--- config.mk ---
export PLATFORM = sky130hd
export DESIGN_NAME = spi_slave_core
export DESIGN_NICKNAME = d
export VERILOG_FILES = /design/src/rtl/spi_slave_core.sv
export SDC_FILE = /design/constraint.sdc
export NUM_CORES = 1
export LEC_CHECK = 0
export BUFFER_PORTS_ARGS = -buffer_cell sky130_fd_sc_hd__clkbuf_2
export CAP_MARGIN = 20
export CORE_MARGIN = 2
export CORE_UTILIZATION = 45
export CTS_CLUSTER_DIAMETER = 40
export DETAILED_ROUTE_END_ITERATION = 10
export PLACE_DENSITY = 0.67
export RECOVER_POWER = 50
export SETUP_SLACK_MARGIN = 0.3
export SKIP_LAST_GASP = 1
export SLEW_MARGIN = 10
export SYNTH_ARGS = -nofsm -noshare
export SYNTH_HDL_FRONTEND = slang
export SYNTH_SLANG_ARGS = --single-unit
export TNS_END_PERCENT = 10
--- constraint.sdc ---
create_clock -name i_clk -period 1.9 [get_ports i_clk]
set_clock_uncertainty 0.2 [all_clocks]
set_input_delay 0.095 -clock i_clk [delete_from_list [all_inputs] [get_ports i_clk]]
set_output_delay 0.095 -clock i_clk [all_outputs]
set_load 0.01 [all_outputs]
--- src/rtl/spi_slave_core.sv ---
// SPI mode-0 responder: synchronises SCLK/SS_n/MOSI into i_clk, shifts words in on MOSI and
// out on MISO from a single-entry transmit buffer, with back-to-back words per SS_n assertion.
module spi_slave_core #(
   parameter int unsigned DATA_WIDTH  = 8,
   parameter int unsigned SYNC_STAGES = 2
) (
   input  logic                  i_clk,
   input  logic                  i_rst,
   input  logic                  i_sclk,
   input  logic                  i_ss_n,
   input  logic                  i_mosi,
   output logic                  o_miso,
   input  logic [DATA_WIDTH-1:0] i_tx_data,
   input  logic                  i_tx_valid,
   output logic                  o_tx_ready,
   output logic [DATA_WIDTH-1:0] o_rx_data,
   output logic                  o_rx_valid,
   output logic                  o_tx_underrun,
   output logic                  o_busy
);

   localparam int unsigned CNT_W = $clog2(DATA_WIDTH) + 1;

   typedef enum logic {StIdle, StActive} state_t;

   logic [SYNC_STAGES-1:0] r_sclk_sync, r_ss_sync, r_mosi_sync;
   logic                   r_sclk_d, r_ss_d;

   state_t                 r_state;
   logic [CNT_W-1:0]       r_cnt;
   logic                   r_reload;
   logic [DATA_WIDTH-1:0]  r_tx_buf, r_tx_shift, r_rx_shift, r_rx_data;
   logic                   r_tx_full, r_miso, r_rx_valid, r_tx_underrun, r_busy;

   logic w_sclk, w_ss_n, w_mosi;
   logic w_sclk_rise, w_sclk_fall, w_ss_fall, w_ss_rise;
   logic w_word_done, w_tx_write, w_load, w_tx_shift;

   // Pin synchronisers plus one extra stage on sclk/ss_n for edge detection.
   always_ff @(posedge i_clk or negedge i_rst) begin
      if (!i_rst) begin
         r_sclk_sync <= '0;
         r_ss_sync   <= '1;
         r_mosi_sync <= '1;
         r_sclk_d    <= 1'b0;
         r_ss_d      <= 1'b1;
      end else begin
         r_sclk_sync <= {r_sclk_sync[SYNC_STAGES-2:0], i_sclk};
         r_ss_sync   <= {r_ss_sync[SYNC_STAGES-2:0], i_ss_n};
         r_mosi_sync <= {r_mosi_sync[SYNC_STAGES-2:0], i_mosi};
         r_sclk_d    <= r_sclk_sync[SYNC_STAGES-1];
         r_ss_d      <= r_ss_sync[SYNC_STAGES-1];
      end
   end

   assign w_sclk      = r_sclk_sync[SYNC_STAGES-1];
   assign w_ss_n      = r_ss_sync[SYNC_STAGES-1];
   assign w_mosi      = r_mosi_sync[SYNC_STAGES-1];
   assign w_sclk_rise = w_sclk & ~r_sclk_d;
   assign w_sclk_fall = ~w_sclk & r_sclk_d;
   assign w_ss_fall   = ~w_ss_n & r_ss_d;
   assign w_ss_rise   = w_ss_n & ~r_ss_d;

   assign w_word_done = (r_cnt == CNT_W'(DATA_WIDTH));
   assign w_tx_write  = i_tx_valid & ~r_tx_full;

   // Loads happen on frame start, or on the first falling edge after a completed word.
   always_comb begin
      w_load     = 1'b0;
      w_tx_shift = 1'b0;
      if (r_state == StIdle) begin
         w_load = w_ss_fall;
      end else if (!w_ss_rise && !w_word_done && !w_sclk_rise && w_sclk_fall) begin
         w_load     = r_reload;
         w_tx_shift = ~r_reload;
      end
   end

   always_ff @(posedge i_clk or negedge i_rst) begin
      if (!i_rst) begin
         r_state       <= StIdle;
         r_cnt         <= '0;
         r_reload      <= 1'b0;
         r_tx_buf      <= '1;
         r_tx_full     <= 1'b0;
         r_tx_shift    <= '1;
         r_rx_shift    <= '1;
         r_rx_data     <= '1;
         r_rx_valid    <= 1'b0;
         r_tx_underrun <= 1'b0;
         r_miso        <= 1'b1;
         r_busy        <= 1'b0;
      end else begin
         r_rx_valid    <= 1'b0;
         r_tx_underrun <= 1'b0;

         // A load in the same cycle as a write sees the buffer empty; the write wins.
         if (w_tx_write) begin
            r_tx_buf  <= i_tx_data;
            r_tx_full <= 1'b1;
         end else if (w_load) begin
            r_tx_full <= 1'b0;
         end

         if (w_load) begin
            r_tx_shift    <= r_tx_full ? r_tx_buf : '1;
            r_tx_underrun <= ~r_tx_full;
         end else if (w_tx_shift) begin
            r_tx_shift <= {r_tx_shift[DATA_WIDTH-2:0], 1'b1};
         end

         unique case (r_state)
            StIdle: begin
               r_miso <= 1'b1;
               if (w_ss_fall) begin
                  r_state  <= StActive;
                  r_cnt    <= '0;
                  r_reload <= 1'b0;
                  r_busy   <= 1'b1;
               end
            end
            StActive: begin
               r_miso <= r_tx_shift[DATA_WIDTH-1];
               if (w_ss_rise) begin
                  r_state  <= StIdle;
                  r_cnt    <= '0;
                  r_reload <= 1'b0;
                  r_busy   <= 1'b0;
                  r_miso   <= 1'b1;
               end else if (w_word_done) begin
                  r_rx_data  <= r_rx_shift;
                  r_rx_valid <= 1'b1;
                  r_cnt      <= '0;
                  r_reload   <= 1'b1;
               end else if (w_sclk_rise) begin
                  r_rx_shift <= {r_rx_shift[DATA_WIDTH-2:0], w_mosi};
                  r_cnt      <= r_cnt + CNT_W'(1);
               end else if (w_sclk_fall && r_reload) begin
                  r_reload <= 1'b0;
               end
            end
            default: r_state <= StIdle;
         endcase
      end
   end

   assign o_miso        = r_miso;
   assign o_tx_ready    = ~r_tx_full;
   assign o_rx_data     = r_rx_data;
   assign o_rx_valid    = r_rx_valid;
   assign o_tx_underrun = r_tx_underrun;
   assign o_busy        = r_busy;

endmodule

==> run summary <==
CP max stage cell = or3_4
Reg2Reg Setup Slack = 0.09 ns
Max cap viols = 0
FF-to-FF Start = r_cnt[1]$_DFFE_PN0P_
Multi-input gate area = 807 µm²
Reg2reg end = r_tx_shift[4]$_DFFE_PN1P_
Unrepaired setup endpoints after global routing = yes
Rel. slew slack = 23.2%
Layout cell share with drive strength beyond 1 = 58.6%
CTS Sinks = 51
DR WL/cell = 14.4 µm
Post-synth ARST share = 100%
Row count = 25
Routed WL = 3700 µm
Post-Syn Area = 2170 µm²
Initial antenna violation count = 0
Overall power = 3.05 mW
Top cells by area, synth = dfstp_2 (46%), dfrtp_1 (15%), mux2_2 (12%), or3_1 (4.3%), o221a_1 (3.6%)
Die H = 73.4 µm
Cts bufs inserted = 5
Final hold violation count = 0
Bufs on Longest Clock Path = 2
DR pass1 iterations = 4
Setup TNS = 0 ns
RePlAce Congestion = 0.780
Post-synthesis register bit count = 51
Top post-synthesis cells by count = dfstp_2 (38), mux2_2 (24), or3_1 (15)
Nets = 218
P_leak = 1.16 nW
CP bufs+invs = 1
Hold Slack = 0.0934 ns
Tot GR Track Use = 16.1%
Synth cell types = 35
CORE AREA = 4690 µm²
Required @ worst endpoint = 1.93 ns
CTS tree = yes
First-pass GRT wire length = 6720 µm
Synthesized net count = 168
Top-count cell post-synth = dfstp_2
Drc violations = 0
Hold crit path type = in2reg
Die width = 73.4 µm
Synth top area share = 46.1%
Capturing element type of the critical path = register
Ports = 27
Number of synthesized flops with an enable pin = 0
Final min period = 1.81 ns
Clk pin slew, worst setup/hold paths = 0.09 ns
Crit path launch = r_cnt[1]$_DFFE_PN0P_
Total number of vias = 1371
Effective utilization at floorplan = 46.2%
Number of cells on the critical path = 5
Worst Setup EP = r_tx_shift[4]$_DFFE_PN1P_
Cell Pwr Density = 1140 nW/µm²
H-tree levels = 2
Ys Warns = 0
Slew Limit Fails = 0
Final setup fails = 0
Dominant cell type by area after synthesis = dfstp_2
Worst-Margin Slew = 1.15 ns
Sequential share of the synthesized area = 61.1%
Antenna Cells = 0
Worst-skew pair later-pin latency = 0.30 ns
Critical path cell sequence = inv_2 -> ha_4 -> and3b_2 -> or3_4 -> o221a_1
Final Cycle Share = 95.5%
Port bufs = 26
Total gr overflow = 0
Die Area = 5380 µm²
Detail Route Antenna Nets = 0
Post-Synthesis Cells = 152
Fillers = 391
Initial detailed-routing violation count = 83
Arrival time worst endpoint = 1.85 ns
Fmax = 0.551 GHz
Post-DP HPWL = 2610 µm
Root buf cell = clkbuf_8
Register area = 1320 µm²
Average cell area after synthesis = 14.2 µm²
Vias in the first global route = 1406
Worst-case reg-to-reg path depth = 5
Largest net degree at the start of global routing = 52
Commonest register cell after synthesis = dfstp_2
Status = complete, no violations
CP delay by family, top = simple AND/OR/NAND/NOR gates
Layout area overhead = 23.6%
Worst Path Max Fanout = 7
Worst path max stage delay = 0.44 ns
Crit start category = register
Core Util, Final = 57.1%
Crit Path Class = reg2reg
Post-DR vias/cell = 5.33
Worst vdd ir = 0.618 mV
[cell usage in the layout, fill, tap and decap left out, types with 2 or more instances in the layout]
cell type      Yosys  final
buf_4              1     11
or3_1             15     15
nor3_1             2      2
nor2b_1            3      3
a21oi_1            2      2
mux2_2            24     24
inv_1              6      5
o221a_1            7      7
nand2b_2           0      2
nor2_1             6      6
clkbuf_8           0      6
a21o_1             3      3
nand3_1            2      2
dlygate4sd3_1      0     12
dfrtp_1           13     13
clkbuf_2           0     25
clkbuf_1           2      2
nand2_1            2      2
dfstp_2           38     37
[metrics by stage]
step	cell area, µm²	std cells	worst slack [ns]
6_report	2680	257	0.0859
4_1_cts	2670	256	0.106
5_1_grt	2680	257	0.0209
3_5_place_dp	2370	232	-0.0163
3_3_place_gp	2370	232	0.0631
2_1_floorplan	2170	152	0.0748
[worst min-delay path, stage by stage]
cell	delay [ns]
clkbuf_2	0.07
nor2b_1	0.11
buf_4	0.18
a21o_1	0.09
[worst min-delay path by stage]
stage | slack [ns] | end | cells past startpoint | start
after detailed placement | -0.02 | r_ss_sync[0]$_DFF_PN1_ | 1 | i_ss_n
after global routing | 0.11 | r_tx_full$_DFFE_PN0P_ | 4 | i_tx_valid
final | 0.09 | r_tx_full$_DFFE_PN0P_ | 4 | i_tx_valid
after floorplan | -0.40 | o_busy$_DFFE_PN0P_ | 0 | i_rst
after CTS | 0.10 | r_tx_full$_DFFE_PN0P_ | 4 | i_tx_valid
after global placement | -0.02 | r_ss_sync[0]$_DFF_PN1_ | 1 | i_ss_n
[cell families (layout without fill, tap and decap cells)]
kind of cell    after synthesis  count (layout)  share of synthesized area [%]
compound gates               18              18                           7.86
xor+xnor                      1               1                          0.404
fa+ha+maj                     2               2                           1.16
buf+inv                      13              64                           3.24
flops                        51              51                           61.1
mux                          25              25                           12.9
simple gates                 42              42                           13.3
[power breakdown]
part | total, mW | switching (mW) | internal (mW)
clock network | 0.781 | 0.348 | 0.433
registers | 1.69 | 0.175 | 1.51
logic | 0.579 | 0.225 | 0.353
total | 3.05 | 0.749 | 2.30
[timing repair]
action	CTS	global route
hold buffers	12	0
setup endpoints to repair	30	30
buffers inserted	4	1
hold endpoints to repair	24	0
gates resized for setup	7	1
pin swaps	4	0
[routing by layer]
metal  routed length [µm]  global-route usage (%)  part of all wire (%)
met5                    0                       0                     0
met4                   60                    4.85                   1.6
met3                  151                    4.12                   4.1
met1                 1660                    21.0                    45
met2                 1830                    26.4                    50
[registers in the layout (all words and copies together), names as in the netlist, 2 cells and up]
register / flops
o_rx_data: 8
r_rx_shift: 8
r_tx_buf: 8
r_mosi_sync: 2
r_sclk_sync: 2
r_ss_sync: 2
r_tx_shift: 8
r_cnt: 4
[area by class of cell]
cell class	instances	area share, %
Timing Repair Buffer	50	12.5
Clock inverter	2	1.45
Sequential cell	51	49.4
Clock buffer	6	3.08
Tap cell	54	2.52
Inverter	6	0.841
Multi-Input combinational cell	88	30.1
(Power assumes the default switching activity.)
